### config.mk
export PLATFORM = sky130hd
export DESIGN_NAME = fft4_seq
export DESIGN_NICKNAME = d
export VERILOG_FILES = /design/src/rtl/fft4_seq.sv
export SDC_FILE = /design/constraint.sdc
export NUM_CORES = 1
export LEC_CHECK = 0
export ABC_AREA = 1
export CAP_MARGIN = 25
export CORE_MARGIN = 2
export CORE_UTILIZATION = 35
export CTS_CLUSTER_SIZE = 12
export DETAILED_ROUTE_END_ITERATION = 10
export GPL_TIMING_DRIVEN = 0
export PLACE_DENSITY_LB_ADDON = 0.05
export RECOVER_POWER = 50
export SYNTH_ARGS = -nofsm -noshare
export SYNTH_HDL_FRONTEND = slang
export SYNTH_SLANG_ARGS = --single-unit
### constraint.sdc
create_clock -name clk -period 9.85 [get_ports clk]
set_input_delay 1.4775 -clock clk [delete_from_list [all_inputs] [get_ports clk]]
set_output_delay 1.4775 -clock clk [all_outputs]
set_load 0.02 [all_outputs]
### src/rtl/fft4_seq.sv
// Sequential 4-point radix-2 DIF FFT: load 4 samples, 6-cycle butterfly pass, unload 4 results.
// Optional build macro FFT4_NATURAL_ORDER_EN unloads in natural order X0,X1,X2,X3 instead of bit-reversed.
module fft4_seq (
    input  logic       clk,
    input  logic       rst,
    input  logic       in_valid,
    output logic       in_ready,
    input  logic [7:0] in_re,
    input  logic [7:0] in_im,
    output logic       out_valid,
    input  logic       out_ready,
    output logic [9:0] out_re,
    output logic [9:0] out_im,
    output logic [2:0] cnt0_out,
    input  logic [7:0] tw_re,
    input  logic [7:0] tw_im,
    output logic       busy
);

    typedef enum logic [1:0] {
        ST_LOAD   = 2'd0,
        ST_CALC   = 2'd1,
        ST_UNLOAD = 2'd2
    } state_t;

    state_t     r_state;
    logic [9:0] r_mem_re [0:3];
    logic [9:0] r_mem_im [0:3];
    logic [1:0] r_ld_cnt;
    logic [1:0] r_rd_cnt;

    logic       w_bf_en;
    logic [1:0] w_idx_a;
    logic [1:0] w_idx_b;
    logic [9:0] w_sum_re;
    logic [9:0] w_sum_im;
    logic [9:0] w_diff_re;
    logic [9:0] w_diff_im;
    logic [9:0] w_tw_re_x;
    logic [9:0] w_tw_im_x;
    logic [9:0] w_mul_re;
    logic [9:0] w_mul_im;
    logic [1:0] w_next_rd;

    // Memory entry presented at output slot n of a frame.
    function automatic logic [1:0] rd_entry(input logic [1:0] n);
`ifdef FFT4_NATURAL_ORDER_EN
        return {n[0], n[1]};
`else
        return n;
`endif
    endfunction

    // Butterfly pair selection for the current CALC step.
    always_comb begin
        w_bf_en = 1'b0;
        w_idx_a = 2'd0;
        w_idx_b = 2'd0;
        if (r_state == ST_CALC) begin
            case (cnt0_out)
                3'd2: begin w_bf_en = 1'b1; w_idx_a = 2'd0; w_idx_b = 2'd2; end
                3'd3: begin w_bf_en = 1'b1; w_idx_a = 2'd1; w_idx_b = 2'd3; end
                3'd4: begin w_bf_en = 1'b1; w_idx_a = 2'd0; w_idx_b = 2'd1; end
                3'd5: begin w_bf_en = 1'b1; w_idx_a = 2'd2; w_idx_b = 2'd3; end
                default: begin w_bf_en = 1'b0; w_idx_a = 2'd0; w_idx_b = 2'd0; end
            endcase
        end else begin
            w_bf_en = 1'b0;
        end
    end

    // Butterfly datapath; only the low 10 bits of each product are kept, and those depend
    // only on the low 10 bits of the operands, so 10-bit wrapping arithmetic is exact here.
    always_comb begin
        w_sum_re  = r_mem_re[w_idx_a] + r_mem_re[w_idx_b];
        w_sum_im  = r_mem_im[w_idx_a] + r_mem_im[w_idx_b];
        w_diff_re = r_mem_re[w_idx_a] - r_mem_re[w_idx_b];
        w_diff_im = r_mem_im[w_idx_a] - r_mem_im[w_idx_b];
        w_tw_re_x = {{2{tw_re[7]}}, tw_re};
        w_tw_im_x = {{2{tw_im[7]}}, tw_im};
        w_mul_re  = (w_diff_re * w_tw_re_x) - (w_diff_im * w_tw_im_x);
        w_mul_im  = (w_diff_re * w_tw_im_x) + (w_diff_im * w_tw_re_x);
        w_next_rd = r_rd_cnt + 2'd1;
    end

    // Control FSM, sample memory and registered outputs.
    always_ff @(posedge clk) begin
        if (rst) begin
            r_state   <= ST_LOAD;
            r_ld_cnt  <= 2'd0;
            r_rd_cnt  <= 2'd0;
            in_ready  <= 1'b1;
            out_valid <= 1'b0;
            out_re    <= 10'd0;
            out_im    <= 10'd0;
            cnt0_out  <= 3'd7;
            busy      <= 1'b0;
            for (int i = 0; i < 4; i++) begin
                r_mem_re[i] <= 10'd0;
                r_mem_im[i] <= 10'd0;
            end
        end else begin
            case (r_state)
                ST_LOAD: begin
                    if (in_valid) begin
                        r_mem_re[r_ld_cnt] <= {{2{in_re[7]}}, in_re};
                        r_mem_im[r_ld_cnt] <= {{2{in_im[7]}}, in_im};
                        if (r_ld_cnt == 2'd3) begin
                            r_state  <= ST_CALC;
                            r_ld_cnt <= 2'd0;
                            in_ready <= 1'b0;
                            cnt0_out <= 3'd0;
                            busy     <= 1'b1;
                        end else begin
                            r_ld_cnt <= r_ld_cnt + 2'd1;
                        end
                    end
                end
                ST_CALC: begin
                    if (w_bf_en) begin
                        r_mem_re[w_idx_a] <= w_sum_re;
                        r_mem_im[w_idx_a] <= w_sum_im;
                        r_mem_re[w_idx_b] <= w_mul_re;
                        r_mem_im[w_idx_b] <= w_mul_im;
                    end
                    if (cnt0_out == 3'd5) begin
                        // The first output entry is final after step 4, so it can be read now.
                        r_state   <= ST_UNLOAD;
                        r_rd_cnt  <= 2'd0;
                        cnt0_out  <= 3'd7;
                        out_valid <= 1'b1;
                        out_re    <= r_mem_re[rd_entry(2'd0)];
                        out_im    <= r_mem_im[rd_entry(2'd0)];
                    end else begin
                        cnt0_out <= cnt0_out + 3'd1;
                    end
                end
                ST_UNLOAD: begin
                    if (out_ready) begin
                        if (r_rd_cnt == 2'd3) begin
                            r_state   <= ST_LOAD;
                            r_rd_cnt  <= 2'd0;
                            out_valid <= 1'b0;
                            in_ready  <= 1'b1;
                            busy      <= 1'b0;
                        end else begin
                            r_rd_cnt <= w_next_rd;
                            out_re   <= r_mem_re[rd_entry(w_next_rd)];
                            out_im   <= r_mem_im[rd_entry(w_next_rd)];
                        end
                    end
                end
                default: begin
                    r_state   <= ST_LOAD;
                    r_ld_cnt  <= 2'd0;
                    r_rd_cnt  <= 2'd0;
                    in_ready  <= 1'b1;
                    out_valid <= 1'b0;
                    cnt0_out  <= 3'd7;
                    busy      <= 1'b0;
                end
            endcase
        end
    end

endmodule
==> metrics.md, run 1 <==
| Metric | Value |
|---|---|
| CP max stage delay | `0.58 ns` |
| Clock sinks | `112` |
| Area Overhead vs Synth | `10.7%` |
| CTS tree | `built` |
| RSZ-0062 raised after global routing | `no` |
| Slew HR | `0.254` |
| Post-synth EDFFs | `80` |
| Vias after detailed routing | `around 13000` |
| Clock-pin transition on the worst setup and hold timing paths | `0.07 ns` |
| Total die area | `0.0431 sq mm` |
| Yosys Warn Count | `0` |
| Critical Path RT | `9.97 ns` |
| Post-synthesis sequential area ratio | `0.210` |
| TritonRoute pass-1 iters | `6` |
| Prevailing post-synth register cell | `edfxtp_1` |
| Die X-Extent | `208 um` |
| Largest net degree at the start of global routing | `21` |
| Die H | `208 um` |
| Min-delay worst type | `reg2reg` |
| Register Area | `just over 0.003 sq mm` |
| CP arrival | `9.45 ns` |
| Syn Nets | `roughly 2300` |
| Port buffer count | `52` |
| Endpoints failing hold | `0` |
| First-pass GRT wire length | `77900 um` |
| Post-Synthesis Cell Area | `0.0145 sq mm` |
| CP Class | `reg2reg` |
| Fillers | `~4400` |
| Initial antenna violation count | `0` |
| Crit. End Element | `register` |
| Fmax | `107 MHz` |
| Post-DRT Antenna Nets | `0` |
| Multi-input logic area | `0.00967 sq mm` |
| DR iter-0 viols | `969` |
| Status | `completed` |
| Later-pin clock latency in the skew report | `0.36 ns` |
| Worst setup SP type | `register` |
| Ys async rst share | `0` |
| Fin nets | `2331` |
| Dpl cell area | `0.0157 sq mm` |
| Crit Path Max Fanout | `10` |
| Syn Inst Count | `1975` |
| Post-route cell area | `0.0161 sq mm` |
| Ant. Diodes | `0` |
| Worst-Margin Slew | `1.11 ns` |
| Core Box Area | `around 0.041 sq mm` |
| Final Setup Violations | `0` |
| Rows | `74` |
| Max_cap viols | `0` |
| Layout cells sized above 1 | `0.0445` |
| DRT Wirelength | `50900 um` |
| WL per Instance | `19.8 um` |
| Clock Path Buffers | `2` |
| Slew Viols, Final | `0` |
| Unique masters post-synth | `45` |
| Tmin final | `9.34 ns` |
| Worst path slowest cell | `o32ai_1` |
| Top Ports | `62` |
| Initial Util | `0.355` |
| Gr ovfl total | `0` |
| Total GRT Usage | `0.237` |
| Synthesized flop and latch total | `112` |
| H-tree lvl count | `3` |
| Avg Vias per Cell | `5.11` |
| Clock Skews | `~0.010 ns` |
| Num CTS Buffers | `9` |
| Residual DRC | `0` |
| Fin crit share | `0.948` |
| GPL Wtd Cong | `0.888` |
| CP most frequent cell | `nand2_1` |
| Number of global-route vias before repair | `12926` |
| Clock Tree Root | `clkbuf_16` |
| DP HPWL | `43300 um` |
| Avg Inst Size Synth | `7.35 sq um` |
==> layer usage <==
metal,share of wire,track usage
met1,0.43,0.300
met2,0.50,0.424
met3,0.040,0.0200
met4,0.033,0.0840
met5,0,0
==> Yosys cell counts, drive strengths merged, types with 9 or more instances <==
| cell type | n | area (sq um) |
|---|---|---|
| inv | 399 | 1500 |
| buf | 9 | 55.1 |
| a22oi | 11 | 82.6 |
| o22ai | 76 | 475 |
| xnor2 | 12 | 105 |
| nand2 | 409 | 1590 |
| a21oi | 89 | 475 |
| nand3 | 109 | 566 |
| dfxtp | 32 | 641 |
| nor3 | 9 | 45.0 |
| clkbuf | 62 | 233 |
| o21ai | 91 | 459 |
| edfxtp | 80 | 2400 |
| clkinv | 9 | 33.8 |
| o21a | 18 | 135 |
| xor2 | 23 | 201 |
| nor2 | 199 | 754 |
| nand4 | 15 | 93.8 |
| fa | 124 | 2480 |
| o311ai | 17 | 149 |
| ha | 130 | 1630 |
==> final timing paths <==
kind	start	endpoint	slack, ns	cells after the start
setup / recovery	cnt0_out[0]	r_mem_im[1][9]	0.51	46
hold / removal	in_ready	in_ready	0.46	1
setup reg to reg	cnt0_out[0]	r_mem_im[1][9]	0.51	46
hold reg to reg	in_ready	in_ready	0.46	1
==> flip-flops by register name, summed over array words and instances (netlist names) <==
name	flops
busy	1
cnt0_out	3
in_ready	1
out_im	10
out_re	10
out_valid	1
r_ld_cnt	2
r_mem_im	40
r_mem_re	40
r_rd_cnt	2
r_state	2
==> what timing repair did <==
| item | CTS | global route |
|---|---|---|
| setup buffers | 0 | 3 |
| pin swaps | 0 | 0 |
| setup endpoints to repair | 4 | 8 |
| gates resized for setup | 4 | 36 |
| hold buffers | 0 | 0 |
==> layout make-up <==
class	instances	share of cell area
multi-input cells	1384	0.602
well taps	532	0.0415
repair buffers	58	0.0357
clock buffers	10	0.0143
plain buffers	68	0.0182
clock inverters	6	0.00296
flip-flops and latches	112	0.189
inverters	408	0.0957
==> through the flow <==
| step | TNS, ns | instances | worst slack (ns) | hold WS (ns) | utilization |
|---|---|---|---|---|---|
| after detailed placement | -1.16 | 2561 | -0.298 | 0.448 | 0.385 |
| after global routing | 0 | 2578 | 0.0473 | 0.466 | 0.393 |
| after global placement | -0.969 | 2559 | -0.248 | 0.442 | 0.384 |
| after floorplan | 0 | 1975 | 1.87 | 0.427 | - |
| final | 0 | 2578 | 0.513 | 0.459 | 0.393 |
| after CTS | 0 | 2576 | 0.0388 | 0.459 | 0.392 |
==> logic make-up after synthesis <==
kind of cell | Yosys count | synth area share
muxes | 6 | 0.00414
buffers and inverters | 479 | 0.125
xor gates and xnor gates | 35 | 0.0211
and+or+nand+nor | 757 | 0.218
DFF | 112 | 0.210
AOI/OAI and AO/OA | 332 | 0.139
adders and majority gates | 254 | 0.283
==> layout by cell type, fill, tap and decap left out, types with 24 or more instances in the layout <==
cell and instances:
dfxtp_1 32, nor2_1 195, nand2_1 393, fa_1 124
clkbuf_1 50, clkdlybuf4s50_1 24, nand3_1 105, o22ai_1 76
inv_1 386, o21ai_0 85, ha_1 130, a21oi_1 84
dlygate4sd3_1 28, edfxtp_1 80
==> critical path, delay by kind of cell, from the launching register on <==
kind / cells / cell delay (ns)
buf+inv: 11 / 1.46
fa+ha+maj: 10 / 4.20
flops: 1 / 0.41
simple gates: 23 / 2.23
compound gates: 2 / 0.78
Power of run 1 is not shown: default switching activity piles up to over one toggle a cycle in this logic, so the estimate is an artifact.
==> run 2: changes to the inputs <==
- CORE_UTILIZATION: 35 -> 55
- SLEW_MARGIN: not set -> 20
==> run 2 against run 1 <==
Against the previous run:
- maximum frequency is 0.20% lower
- routed wire length is 9.4% lower
- highest routed layer unchanged
- worst hold slack better by 0.00083 ns
- critical path type unchanged
- design area is 1.5% lower
- via count is 2.5% higher
- critical path depth is 4 lower
- non-clock buffer count is 3 lower
==> metrics.md, run 2 (synthesized netlist as in run 1, its figures left out) <==
| Metric | Value |
|---|---|
| Slew HR | `0.311` |
| Port buffer count | `52` |
| Commonest non-fill, non-tap cell in the layout | `nand2_1` |
| Die H | `166 um` |
| Top Ports | `62` |
| Rows | `59` |
| Commonest cells after routing, fill and taps aside | `nand2_1, inv_1, nor2_1, ha_1, fa_1` |
| Fmax | `107 MHz` |
| CP arrival | `9.48 ns` |
| Worst setup SP type | `register` |
| DRT Wirelength | `46100 um` |
| RSZ-0062 raised after global routing | `no` |
| Vias after detailed routing | `13507` |
| Worst-Margin Slew | `around 1.0 ns` |
| Total die area | `0.0277 sq mm` |
| Fin nets | `2328` |
| Critical Path RT | `~10 ns` |
| Total GRT Usage | `0.332` |
| CTS tree | `built` |
| Status | `completed` |
| Core Box Area | `0.0260 sq mm` |
| Num CTS Buffers | `9` |
| Largest net degree at the start of global routing | `22` |
| Initial antenna violation count | `0` |
| Residual DRC | `0` |
| Initial Util | `0.558` |
| Min-delay worst type | `reg2reg` |
| Crit Path Max Fanout | `10` |
| Clock Path Buffers | `2` |
| Post-CTS Hold Fix Bufs | `0` |
| Slew Viols, Final | `0` |
| Avg Vias per Cell | `about 5.7` |
| Crit. End Element | `register` |
| WL per Instance | `around 19 um` |
| CP max stage delay | `around 0.56 ns` |
| CP most frequent cell | `nand2_1` |
| Clock Skews | `0.0138 ns` |
| Gr ovfl total | `0` |
| Tmin final | `9.36 ns` |
| Area Overhead vs Synth | `9.00%` |
| Fin crit share | `0.950` |
| Biggest regs | `r_mem_im (40), r_mem_re (40)` |
| Number of global-route vias before repair | `13222` |
| Worst path slowest cell | `fa_1` |
| GPL Wtd Cong | `1.02` |
| Clock sinks | `112` |
| Post-CTS setup buffer count | `0` |
| Clock Tree Root | `clkbuf_16` |
| Later-pin clock latency in the skew report | `0.36 ns` |
| Post-DRT Antenna Nets | `0` |
| Final Setup Violations | `0` |
| Max_cap viols | `0` |
| R2R setup slack | `between 0.4 and 0.5 ns` |
| Post_cts resized | `0` |
| Ant. Diodes | `0` |
| DR iter-0 viols | `1321` |
| Endpoints failing hold | `0` |
| Die X-Extent | `166 um` |
| First-pass GRT wire length | `71700 um` |
| Layout cells sized above 1 | `0.0362` |
| H-tree lvl count | `3` |
| Clock-pin transition on the worst setup and hold timing paths | `0.09 ns` |
| Fin Setup TNS | `0 ns` |
| DP HPWL | `38500 um` |
| CP Class | `reg2reg` |
| TritonRoute pass-1 iters | `6` |
run 2: cell types whose count changed in the layout (fill, tap and decap cells not counted), moves of 2 or more:
cell	delta
clkbuf_1	+8
buf_4	-3
inv_6	-2
clkinv_4	+2
clkinv_8	+2
inv_1	+2
inv_2	-3
clkbuf_2	-8
clkinv_1	+2
clkinv_2	-3
run 2: layout make-up:
type | count | area (sq um)
buffer | 69 | 284
fill | 2450 | 10200
clock buffer | 9 | 225
timing repair buffer | 54 | 539
clock inverter | 7 | 100
inverter | 408 | 1540
tap | 335 | 419
multi-input combinational | 1384 | 9670
sequential | 112 | 3040
run 2: layer usage:
layer  up-vias  GRT usage  wire (um)
met5         -          0          0
li1       6472          -          -
met1      6273      0.408      18100
met2       620      0.581      22300
met3       142     0.0257       2820
met4         0      0.183       2890
run 2: per-stage QoR:
stage | setup slack, ns | utilization | hold slack, ns | area [sq um] | instances
after floorplan | 1.87 | - | 0.427 | 14500 | 1975
after global placement | 0.325 | 0.594 | 0.436 | 15400 | 2362
after detailed placement | 0.291 | 0.596 | 0.443 | 15500 | 2364
after CTS | 0.235 | 0.608 | 0.454 | 15800 | 2380
after global routing | 0.00962 | 0.609 | 0.465 | 15800 | 2378
final | 0.494 | 0.609 | 0.460 | 15800 | 2378
run 2: final timing paths:
check                                  from              to  depth (start not counted)
worst max-delay path             r_state[1]  r_mem_im[3][9]                         42
worst min-delay path            r_rd_cnt[1]     r_rd_cnt[1]                          2
worst max register to register   r_state[1]  r_mem_im[3][9]                         42
worst min register to register  r_rd_cnt[1]     r_rd_cnt[1]                          2
run 2: worst max-delay path: cells and delay by family (launching register included):
kind	cells	cell delay, ns
buf+inv	12	2.38
flops	1	0.34
compound gates	3	0.63
simple gates	17	1.43
fa+ha+maj	10	4.33
Power of run 2 is left out for the same reason.
==> run 3: changes to the inputs <==
- CAP_MARGIN: 25 -> not set
==> run 3 against run 2 <==
Against the previous run:
- final cell count is essentially flat
- setup slack lost 0.023 ns
- non-clock buffer count shrank 1
- core utilization shrank 0.091 points
- sequential cell count is the same
==> metrics.md, run 3 (synthesized netlist as in run 1, its figures left out) <==
| Metric | Value |
|---|---|
| Status | `completed` |
| Met2 Wirelength | `22500 um` |
| Commonest non-fill, non-tap cell in the layout | `nand2_1` |
| Biggest regs | `r_mem_im (40), r_mem_re (40)` |
| Top routing layer in use | `met4` |
| Avg Vias per Cell | `between 5 and 6` |
| TritonRoute pass-1 iters | `7` |
| Clock sinks | `between 100 and 150` |
| CP arrival | `9.49 ns` |
| Top Ports | `62` |
| Max_cap viols | `0` |
| Clock Path Buffers | `2` |
| Die H | `166 um` |
| Layout cells sized above 1 | `0.0367` |
| Fin Setup TNS | `0 ns` |
| Number of global-route vias before repair | `13125` |
| Port buffer count | `52` |
| Core Box Area | `0.0260 sq mm` |
| Min-delay worst type | `reg2reg` |
| Crit Path Max Fanout | `10` |
| Initial antenna violation count | `0` |
| First-pass GRT wire length | `~70000 um` |
| Total GRT Usage | `0.331` |
| CP Class | `reg2reg` |
| Worst R2R End | `r_mem_im[2][9]` |
| Fin crit share | `0.952` |
| Hold endpoint | `r_rd_cnt[1]` |
| Later-pin clock latency in the skew report | `approximately 0.36 ns` |
| DP HPWL | `around 39000 um` |
| Worst hold start | `r_rd_cnt[1]` |
| H-tree lvl count | `3` |
| Vias after detailed routing | `13521` |
| Worst path slowest cell | `fa_1` |
| CTS tree | `built` |
| Crit. End Element | `register` |
| Worst-Margin Slew | `between 1 and 1.5 ns` |
| Slew HR | `0.268` |
| Clock Tree Root | `clkbuf_16` |
| Clock Skews | `~0.012 ns` |
| GPL Wtd Cong | `1.02` |
| WL per Instance | `around 19 um` |
| Num CTS Buffers | `9` |
| Fmax | `roughly 110 MHz` |
| Reg2Reg Launch Point | `r_state[1]` |
| M1 WL | `17900 um` |
| Ant. Diodes | `0` |
| Tmin final | `9.38 ns` |
| Fin nets | `2327` |
| Worst Hold Depth | `2` |
| Endpoints failing hold | `0` |
| DR iter-0 viols | `1407` |
| R2R depth | `42` |
| Area Overhead vs Synth | `8.84%` |
| Clock-pin transition on the worst setup and hold timing paths | `around 0.08 ns` |
| R2R setup slack | `0.47 ns` |
| Slew Viols, Final | `0` |
| CP most frequent cell | `nand2_1` |
| RSZ-0062 raised after global routing | `no` |
| Residual DRC | `0` |
| Total die area | `0.0277 sq mm` |
| Critical Path RT | `9.96 ns` |
| Post-DRT Antenna Nets | `0` |
| Die X-Extent | `166 um` |
| Gr ovfl total | `0` |
| Final Setup Violations | `0` |
| Fillers | `2452` |
| Met3 WL | `around 3000 um` |
| DRT Wirelength | `46000 um` |
| Rows | `59` |
| Worst setup SP type | `register` |
| Commonest cells after routing, fill and taps aside | `nand2_1, inv_1, nor2_1, ha_1, fa_1` |
| Largest net degree at the start of global routing | `22` |
| Initial Util | `0.558` |
| CP max stage delay | `about 0.57 ns` |
==> run 3: cell count changes in the layout (fill, tap and decap cells not counted), sizes merged <==
cell / previous run / this run
buf: 10 / 9
clkinv: 12 / 9
clkinvlp: 1 / 3
inv: 401 / 402
==> run 3: layout make-up <==
cell class                 instances  area, sq um  area share
timing repair buffer              53          524      0.0332
tap                              335          419      0.0265
buffer                            69          288      0.0182
clock inverter                     7         95.1     0.00602
clock buffer                       9          225      0.0143
sequential                       112         3040       0.193
inverter                         408         1540      0.0972
multi-input combinational       1384         9660       0.612
==> run 3: timing repair <==
action	CTS	global route
buffers inserted	0	0
endpoints found under the setup margin	0	8
hold buffers	0	0
gates resized for setup	0	22
==> run 3: routing by layer <==
layer / GRT usage / vias up
met5: 0 / -
met4: 0.162 / 0
met3: 0.0207 / 142
met2: 0.592 / 628
met1: 0.406 / 6281
li1: - / 6470
==> run 3: worst max-delay path: cells and delay by family (launching register included) <==
kind,cells,cell delay (ns)
AO/OA/AOI/OAI,3,0.63
adder cells (fa/ha/maj),10,4.32
buffers and inverters,12,2.39
flip-flops,1,0.34
AND/OR/NAND/NOR,17,1.43
==> run 3: per-stage QoR <==
stage / hold slack, ns / setup slack, ns / cells / util / area, sq um
final: 0.459 / 0.471 / 2377 / 0.608 / 15800
after global routing: 0.478 / 0.0156 / 2377 / 0.608 / 15800
after CTS: 0.455 / 0.198 / 2379 / 0.607 / 15800
after detailed placement: 0.444 / 0.266 / 2363 / 0.595 / 15500
after global placement: 0.436 / 0.325 / 2362 / 0.594 / 15400
after floorplan: 0.427 / 1.87 / 1975 / - / 14500
==> run 3: worst max-delay path by stage <==
stage                     slack, ns   startpoint  cells after the start        endpoint
after CTS                      0.20  cnt0_out[0]                     48  r_mem_im[2][9]
after detailed placement       0.27  cnt0_out[0]                     48  r_mem_im[2][9]
after global placement         0.33  cnt0_out[0]                     48  r_mem_im[2][9]
after global routing           0.02   r_state[1]                     43  r_mem_im[3][9]
after floorplan                1.87  cnt0_out[1]                     45  r_mem_im[3][9]
final                          0.47   r_state[1]                     42  r_mem_im[2][9]
Power of run 3 is left out for the same reason.
